--- src/rtl/fp_accumulator_pkg.sv ---
// Shared field layout, saturation constant and FSM encoding for fp_accumulator
// and its single-precision adder.
package fp_accumulator_pkg;

    localparam int SIGN_BIT = 31;
    localparam int EXP_MSB  = 30;
    localparam int EXP_LSB  = 23;
    localparam int FRAC_W   = 23;

    localparam logic [7:0]  EXP_MAX       = 8'hFF;
    localparam logic [30:0] FP_MAX_FINITE = {8'hFE, 23'h7FFFFF};

    typedef enum logic [1:0] {
        S_EMPTY = 2'd0,
        S_ACC   = 2'd1,
        S_OUT   = 2'd2
    } state_t;

    function automatic logic [7:0] fp_exp(input logic [31:0] x);
        return x[EXP_MSB:EXP_LSB];
    endfunction

    function automatic logic fp_is_zero(input logic [31:0] x);
        return (x[EXP_MSB:0] == 31'd0);
    endfunction

    function automatic logic [31:0] fp_saturate(input logic sign);
        return {sign, FP_MAX_FINITE};
    endfunction

endpackage

--- src/rtl/fp_accumulator_adder.sv ---
// fp_adder: combinational single-precision adder with truncating alignment and
// normalisation; overflow produces a signed infinity, exact cancellation gives +0.
import fp_accumulator_pkg::*;

module fp_adder (
    input  logic [31:0] a,
    input  logic [31:0] b,
    output logic [31:0] sum
);

    logic        a_big;
    logic [31:0] x;
    logic [31:0] y;
    logic [7:0]  ex;
    logic [7:0]  ey;
    logic [7:0]  ex_eff;
    logic [7:0]  ey_eff;
    logic [23:0] mx;
    logic [23:0] my;
    logic [7:0]  diff;
    logic [23:0] my_sh;
    logic [24:0] raw;
    logic [4:0]  lz;
    logic        found;
    logic [8:0]  e_inc;
    logic [7:0]  shift_dn;

    always_comb begin
        a_big = (a[EXP_MSB:0] >= b[EXP_MSB:0]);
        x     = a_big ? a : b;
        y     = a_big ? b : a;
        ex    = fp_exp(x);
        ey    = fp_exp(y);
        // Subnormals share the exponent of the smallest normal, without hidden bit.
        ex_eff = (ex == 8'd0) ? 8'd1 : ex;
        ey_eff = (ey == 8'd0) ? 8'd1 : ey;
        mx     = {(ex != 8'd0), x[FRAC_W-1:0]};
        my     = {(ey != 8'd0), y[FRAC_W-1:0]};
        diff   = ex_eff - ey_eff;
        my_sh  = my >> diff;

        if (x[SIGN_BIT] == y[SIGN_BIT]) begin
            raw = {1'b0, mx} + {1'b0, my_sh};
        end else begin
            raw = {1'b0, mx} - {1'b0, my_sh};
        end

        lz    = 5'd0;
        found = 1'b0;
        for (int i = 23; i >= 0; i--) begin
            if (!found && raw[i]) begin
                lz    = 5'(23 - i);
                found = 1'b1;
            end
        end

        e_inc    = {1'b0, ex_eff} + 9'd1;
        shift_dn = ex_eff - 8'd1;
        sum      = 32'd0;

        if (ex == EXP_MAX) begin
            sum = x;
        end else if (raw == 25'd0) begin
            sum = 32'd0;
        end else if (raw[24]) begin
            if (e_inc >= 9'd255) begin
                sum = {x[SIGN_BIT], EXP_MAX, 23'd0};
            end else begin
                sum = {x[SIGN_BIT], e_inc[7:0], raw[23:1]};
            end
        end else if ({3'b000, lz} < ex_eff) begin
            sum = {x[SIGN_BIT], ex_eff - {3'b000, lz}, 23'(raw[22:0] << lz)};
        end else begin
            sum = {x[SIGN_BIT], 8'd0, 23'(raw[22:0] << shift_dn)};
        end
    end

endmodule

--- src/rtl/fp_accumulator.sv ---
// Streaming single-precision frame accumulator around one fp_adder.
// Optional macro FP_ACC_OVF_EN: saturate to largest finite and flag sticky overflow.
import fp_accumulator_pkg::*;

module fp_accumulator #(
    parameter int MAX_LEN = 256,
    parameter int CNT_W   = 9
) (
    input  logic             clk,
    input  logic             rst,
    input  logic             in_valid,
    output logic             in_ready,
    input  logic [31:0]      in_data,
    input  logic             in_last,
    output logic             out_valid,
    input  logic             out_ready,
    output logic [31:0]      out_sum,
    output logic [CNT_W-1:0] out_count,
    output logic             out_ovf
);

    // state   | meaning
    // S_EMPTY | waiting for first word of a frame, acc gets loaded directly
    // S_ACC   | mid-frame, each word is added into acc
    // S_OUT   | frame result held until the consumer takes it

    state_t           state_q, state_d;
    logic [31:0]      acc_q, acc_d;
    logic [CNT_W-1:0] count_q, count_d;
    logic [CNT_W-1:0] count_inc;
    logic [31:0]      add_sum;
    logic [31:0]      cand;
    logic             in_xfer;

    fp_adder u_fp_adder (
        .a   (acc_q),
        .b   (in_data),
        .sum (add_sum)
    );

`ifdef FP_ACC_OVF_EN
    logic ovf_q, ovf_d;
`endif

    assign in_ready  = (state_q != S_OUT);
    assign out_valid = (state_q == S_OUT);
    assign out_sum   = acc_q;
    assign out_count = count_q;
    assign in_xfer   = in_valid && in_ready;
    assign count_inc = count_q + 1'b1;

    always_comb begin
        state_d = state_q;
        acc_d   = acc_q;
        count_d = count_q;
        cand    = acc_q;
`ifdef FP_ACC_OVF_EN
        ovf_d   = ovf_q;
`endif

        case (state_q)
            S_EMPTY: begin
                if (in_xfer) begin
                    cand    = in_data;
                    count_d = CNT_W'(1);
                    state_d = (in_last || MAX_LEN == 1) ? S_OUT : S_ACC;
                end
            end
            S_ACC: begin
                if (in_xfer) begin
                    count_d = count_inc;
                    // Zero operands bypass the adder so its zero handling never matters.
                    if (fp_is_zero(in_data)) begin
                        cand = acc_q;
                    end else if (fp_is_zero(acc_q)) begin
                        cand = in_data;
                    end else begin
                        cand = add_sum;
                    end
                    state_d = (in_last || count_inc == CNT_W'(MAX_LEN)) ? S_OUT : S_ACC;
                end
            end
            S_OUT: begin
                if (out_ready) begin
                    state_d = S_EMPTY;
                    count_d = '0;
`ifdef FP_ACC_OVF_EN
                    ovf_d   = 1'b0;
`endif
                end
            end
            default: begin
                state_d = S_EMPTY;
            end
        endcase

        if (in_xfer) begin
`ifdef FP_ACC_OVF_EN
            if (fp_exp(cand) == EXP_MAX || fp_exp(in_data) == EXP_MAX) begin
                acc_d = fp_saturate(cand[SIGN_BIT]);
                ovf_d = 1'b1;
            end else begin
                acc_d = cand;
            end
`else
            acc_d = cand;
`endif
        end
    end

    always_ff @(posedge clk) begin
        if (rst) begin
            state_q <= S_EMPTY;
            acc_q   <= 32'd0;
            count_q <= '0;
        end else begin
            state_q <= state_d;
            acc_q   <= acc_d;
            count_q <= count_d;
        end
    end

`ifdef FP_ACC_OVF_EN
    always_ff @(posedge clk) begin
        if (rst) begin
            ovf_q <= 1'b0;
        end else begin
            ovf_q <= ovf_d;
        end
    end

    assign out_ovf = ovf_q;
`else
    assign out_ovf = 1'b0;
`endif

endmodule

--- config.mk ---
export PLATFORM = sky130hd
export DESIGN_NAME = fp_accumulator
export DESIGN_NICKNAME = d
export VERILOG_FILES = /design/src/rtl/fp_accumulator_pkg.sv /design/src/rtl/fp_accumulator_adder.sv /design/src/rtl/fp_accumulator.sv
export SDC_FILE = /design/constraint.sdc
export NUM_CORES = 1
export LEC_CHECK = 0
export BUFFER_PORTS_ARGS = -buffer_cell sky130_fd_sc_hd__buf_2
export CAP_MARGIN = 10
export CORE_MARGIN = 2
export CORE_UTILIZATION = 51
export DETAILED_ROUTE_END_ITERATION = 10
export PLACE_DENSITY = 0.73
export SLEW_MARGIN = 15
export SYNTH_ARGS = -nofsm -noshare
export SYNTH_HDL_FRONTEND = slang
export SYNTH_SLANG_ARGS = --single-unit
--- constraint.sdc ---
create_clock -name clk -period 41.1 [get_ports clk]
set_clock_uncertainty 0.2 [all_clocks]
set_input_delay 4.11 -clock clk [delete_from_list [all_inputs] [get_ports clk]]
set_output_delay 4.11 -clock clk [all_outputs]
set_load 0.01 [all_outputs]
---- Yosys cells after proc, flatten, opt, wreduce, memory -nomap -nowiden ----
Index checks and enable logic that the tools add are counted.
cells by class
  add/subtract/negate cells ............... 7
  magnitude comparators ................... 3
  eq/ne operators ......................... 10
  shifts and indexed selects .............. 3
  mux-type cells .......................... 69
  reduce and logical (&&, ||, !) cells .... 61
operators with widths
  cell                 count
  $mux W32             6
  $mux W31             3
  $pmux W32 S2         1
  $logic_not A31 Y1    2
  $mux W5              8
  $mux W4              8
  $ge A31 B31 Y1       1
  $mux W9              3
  $pmux W9 S3          1
  $add A24 B24 Y25     1
  $logic_not A25 Y1    1
  $mux W25             1
  $sub A24 B24 Y25     1
  $logic_and A1 B1 Y1  24
  $mux W1              24
  $shr A24 B8 Y24      1
  $logic_not A1 Y1     23
  $shl A23 B5 Y23      1
  $shl A23 B8 Y23      1
  $logic_not A8 Y1     2
  $mux W8              2
  $reduce_bool A8 Y1   2
  $mux W2              7
  $mux W3              4
  other kinds (21)     25
word-level totals
  flip-flop bits (word level) ............. 43
  input bits .............................. 37
  output and inout bits ................... 44
  word-level logic and storage cells ...... 156

---- Logic depth before layout (Yosys ltp) ----
  word-level depth ........................ 86
  depth in mapped cells ................... 66

---- Hierarchy ----
A second synthesis with hierarchy kept.
second synthesis, totals
  cells, all modules ...................... 1624
  area total of the unflattened synthesis .. 11459.7 um^2
modules (own cells, without submodules)
  module          instances  cells an instance  area each (um^2)
  fp_adder        1          1368               9052.4
  fp_accumulator  1          256                2407.3

---- Worst setup path after synthesis ----
OpenSTA, ideal clock, no wires.
  path kind ............................... in2reg
  from .................................... input port in_data[29]
  to ...................................... register acc_q[2], in the netlist out_sum[2]
  data arrival time ....................... 17.154 ns
  data required time ...................... 40.814 ns
  path slack .............................. 23.660 ns
  stages .................................. 60
  cell sequence ........................... inv_1 ha_1 nand4_2 nor4_4 a221oi_2 and3_1 buf_2 nand2_4 buf_2 buf_2 buf_1 clkbuf_1 clkbuf_1 mux2i_1 fa_1 xor2_1 clkbuf_1 clkbuf_1 (+24 left out) a311oi_2 ha_1 inv_1 ha_1 a2111oi_0 inv_1 o21a_1 nor2_1 nand2_1 nor3_1 or3_1 buf_2 mux2_1 buf_2 mux2i_1 or2_2 or3_1 a211oi_1
on the way
  word-level cells in the longest chain between the ends .. 86
RTL lines
  item                                                  RTL line                                                source
  start: declaration                                    fp_accumulator.sv:13                                    input logic [31:0] in_data,
  $ge A31 B31 Y1                                        fp_accumulator_adder.sv:29                              a_big = (a[EXP_MSB:0] >= b[EXP_MSB:0]);
  $mux W32, on equally long branches                    fp_accumulator_adder.sv:30, fp_accumulator_adder.sv:31
  $logic_not A8 Y1, on equally long branches            fp_accumulator_adder.sv:35, fp_accumulator_adder.sv:36
  $mux W8, on equally long branches                     fp_accumulator_adder.sv:35, fp_accumulator_adder.sv:36
  $sub A8 B8 Y8                                         fp_accumulator_adder.sv:39                              diff = ex_eff - ey_eff;
  $shr A24 B8 Y24                                       fp_accumulator_adder.sv:40                              my_sh = my >> diff;
  $sub A24 B24 Y25 or $add A24 B24 Y25 (tied branches)  fp_accumulator_adder.sv:45, fp_accumulator_adder.sv:43
  $mux W25                                              fp_accumulator_adder.sv:42                              if (x[SIGN_BIT] == y[SIGN_BIT]) begin
  (+70 left out)                                        n/a
  $lt A5 B8 Y1 or $shl A23 B5 Y23 (tied branches)       fp_accumulator_adder.sv:71, fp_accumulator_adder.sv:72
  $mux W31                                              fp_accumulator_adder.sv:71                              end else if ({3'b000, lz} < ex_eff) begin
  $mux W31                                              fp_accumulator_adder.sv:65                              end else if (raw[24]) begin
  $mux W32                                              fp_accumulator_adder.sv:63                              end else if (raw == 25'd0) begin
  $mux W32                                              fp_accumulator_adder.sv:61                              if (ex == EXP_MAX) begin
  $mux W32                                              fp_accumulator.sv:75                                    end else if (fp_is_zero(acc_q)) begin
  $mux W32                                              fp_accumulator.sv:73                                    if (fp_is_zero(in_data)) begin
  $pmux W32 S2                                          fp_accumulator.sv:61                                    case (state_q)
  end signal: assignment                                fp_accumulator.sv:114                                   acc_q <= 32'd0;
  end signal: assignment                                fp_accumulator.sv:118                                   acc_q <= acc_d;
  end: declaration                                      fp_accumulator.sv:28                                    logic [31:0] acc_q, acc_d;
Parallel ways exist; a longest one is shown, timed or not. The select of a mux whose other input is x is not followed.
A chain may end at the register's enable or synchronous reset.

---- Final worst setup path ----
  from .................................... input port in_data[20]
  to ...................................... register acc_q[21], in the netlist out_sum[21]
The elaborated chain is that of the path after synthesis.

==> impl_metrics.toml <==
[yosys]
async_flop_share = 0
synth_top_area_cell = "ha_1"
mappedNetlistArea_um2 = 11140
synth_top_family_by_area = "compound AO/OA/AOI/OAI gates"
synthFlopType = "dfxtp_1"
synthTopCellsByArea = "ha_1 (8.1%), dfxtp_1 (7.7%), mux2i_1 (6.6%)"
synth-simple-area-share = 0.2633
synth_adder_area_share = 0.08535
syn_area_per_cell_um2 = 6.886
syn-num-nets = 1729
netlist-cell-type-count = 103
synth.ff_latch_count = 43
synth_cells = 1618
yosys_warnings = 0
synthMuxAreaShare = 0.1314
synth_top_cell_area_share = 0.08085
synth-edff-count = 0
synth_compound_area_frac = 0.3382
synth_xor_area_frac = 0.04705
seq_area_frac_synth = 0.07726

[floorplan]
core.rowCount = 54
coreArea_um2 = 21620
dieWidth_um = 151.8
initial_core_util = 0.5153
dieArea_um2 = 23040
num_io_pins = 81
die_h_um = 151.8

[timing]
finalCriticalPeriod_ns = 20.37
fin_tns_setup_ns = 0
rsz0062_at_grt = "false"
fin_crit_sh = 0.4955
setup_viol = 0
max_freq_mhz = 49.10
slew_violations = 0
worst_slew_pin_slew_ns = 1.229
hold_viol = 0
maxSlewHeadroom = 0.1717

[detailed_routing]
postRouteAntennaNets = 0
drt_iter0_drc = 1780
drc_errors = 0
via_count = 13770
dr.pass1.iters = 6
wl_mm = 49.88
drt-vias-per-instance = 7.203
drt-wirelength-per-cell_um = 26.10

[finish]
syn2layout_area_growth_pct = 6.199
final_cell_mix = "nand2_1 (187), nor2_1 (159), a21oi_1 (134)"
fin_nets = 1741
layout-drive-gt1-share = 0.1226
mostFrequentLayoutCell = "nand2_1"
antenna_cells = 0

[clock_tree]
cts_setup_buffers = 0
clk_latency_ns = 0.29
cts_root_buffer = "clkbuf_16"
cts_tree = "done"
clk_pin_slew_ns = 0.06
cts.sinks = 43
post_cts_resized = 0
postCtsHoldBufs = 0
htreeDepth = 2
cts_made_buffers = 5
clockBufferDepth = 2

[hold_path]
holdPathEnd = "state_q[1]$_SDFFE_PP0P_"
whs_path_depth = 2
hold_start = "state_q[1]$_SDFFE_PP0P_"
min_path_type = "flop to flop"

[grt]
overflow = 0
grt_pass1_vias = 12390
antenna_found_initial = 1
grt_pass1_wl_mm = 75.53
gr-usage-all-layers = 0.4131
grt_max_degree = 64

[setup_path]
critPathLaunchType = "primary input"
critPathMaxStageDelay_ns = 0.94
r2r_setup_slack_ns = 24.12
critPathArrivalTime_ns = 20.32
worstReg2RegStart = "out_sum[13]$_SDFFE_PP0P_"
cp.required_ns = 41.05
cp_max_fo = 63
endpoint_kind = "flop"
r2r_end = "out_sum[21]$_SDFFE_PP0P_"
slowest_stage = "xor2_1"
worstSetupPathType = "primary input to flop"
reg2reg_depth = 47

[placement]
gp_congestion = 1.089
dp_hpwl_mm = 39.21
portBuffers = 79

[job]
max_cap_viol_count = 0

[outcome]
status = "finished clean"
layout make-up:
type,instances,area (um2)
Multi-Input combinational cell,1414,9683
Sequential cell,43,860.8
Timing Repair Buffer,100,553.0
Clock buffer,7,132.6
Fill cell,2160,9788
Tap cell,280,350.3
Clock inverter,1,5.005
Inverter,66,247.7
state kept, by name, indices dropped and copies added, names as in the netlist:
| name | count |
|---|---|
| state_q | 2 |
| out_count | 9 |
| out_sum | 32 |
worst max path at each step:
| stage | from | to | slack (ns) | cells past startpoint |
|---|---|---|---|---|
| 5_1_grt | in_data[22] | out_sum[21]$_SDFFE_PP0P_ | 19.72 | 51 |
| 3_5_place_dp | in_data[22] | out_sum[21]$_SDFFE_PP0P_ | 20.95 | 52 |
| 4_1_cts | in_data[22] | out_sum[21]$_SDFFE_PP0P_ | 21.14 | 51 |
| 3_3_place_gp | in_data[12] | out_sum[21]$_SDFFE_PP0P_ | 21.16 | 49 |
| 6_report | in_data[20] | out_sum[21]$_SDFFE_PP0P_ | 20.73 | 49 |
| 2_1_floorplan | in_data[29] | out_sum[2]$_SDFFE_PP0P_ | 23.66 | 60 |
cells by family after synthesis:
kind of cell,count (synthesis)
AND/OR/NAND/NOR,609
adder cells (fa/ha/maj),75
other,1
XOR/XNOR,59
buffers and inverters,161
AO/OA/AOI/OAI,555
flip-flops,43
multiplexers,115
per-layer routing:
metal | vias up | global-route usage | wire (um)
li1 | 6172 | - | -
met1 | 6423 | 0.5670 | 19930
met2 | 994 | 0.6021 | 20660
met3 | 174 | 0.06674 | 5489
met4 | 2 | 0.2612 | 3788
met5 | - | 0 | 9
metrics by stage:
stage | hold WS (ns) | setup slack, ns | util | std cells | instance area, um2
floorplan | 0.2806 | 23.66 | - | 1618 | 11140
global placement | 0.3021 | 21.16 | 0.5409 | 1903 | 11700
detailed placement | 0.3144 | 20.95 | 0.5409 | 1903 | 11700
CTS | 0.3278 | 21.14 | 0.5473 | 1911 | 11830
global route | 0.3553 | 19.72 | 0.5473 | 1911 | 11830
finish | 0.3246 | 20.73 | 0.5473 | 1911 | 11830
synth_stat cells (6+ instances only):
master     instances
nand2_1          187
nor2_1           160
a21oi_1          134
o21ai_0          101
mux2i_1           74
ha_1              72
clkbuf_1          67
inv_1             64
nor3_1            55
nand3_1           45
dfxtp_1           43
xnor2_1           35
a211oi_1          33
a22oi_1           33
o22ai_1           27
and3_1            26
nor4_1            25
mux4_2            23
xor2_1            23
o211ai_1          20
a21o_1            18
a31oi_1           18
buf_2             18
nand4_1           18
a221oi_1          17
o21a_1            17
mux2_2            16
or3_1             15
and2_1            13
nand2b_1          13
o21ai_1           11
o31ai_1           11
nor2b_1           10
or2_2             10
o221ai_1           9
a211o_1            8
o2111ai_1          8
a31o_2             7
buf_1              7
a311oi_1           6
o21bai_1           6
critical path: cells and delay by family:
family	cells	cell delay, ns
XOR/XNOR	3	1.23
AND/OR/NAND/NOR	16	4.25
buffers and inverters	6	2.14
AO/OA/AOI/OAI	16	5.02
multiplexers	4	1.81
adder cells (fa/ha/maj)	4	1.65
Power is left out: the tool's default activity adds up to more than one toggle a clock period on the data nets, which glitch-free logic cannot reach.
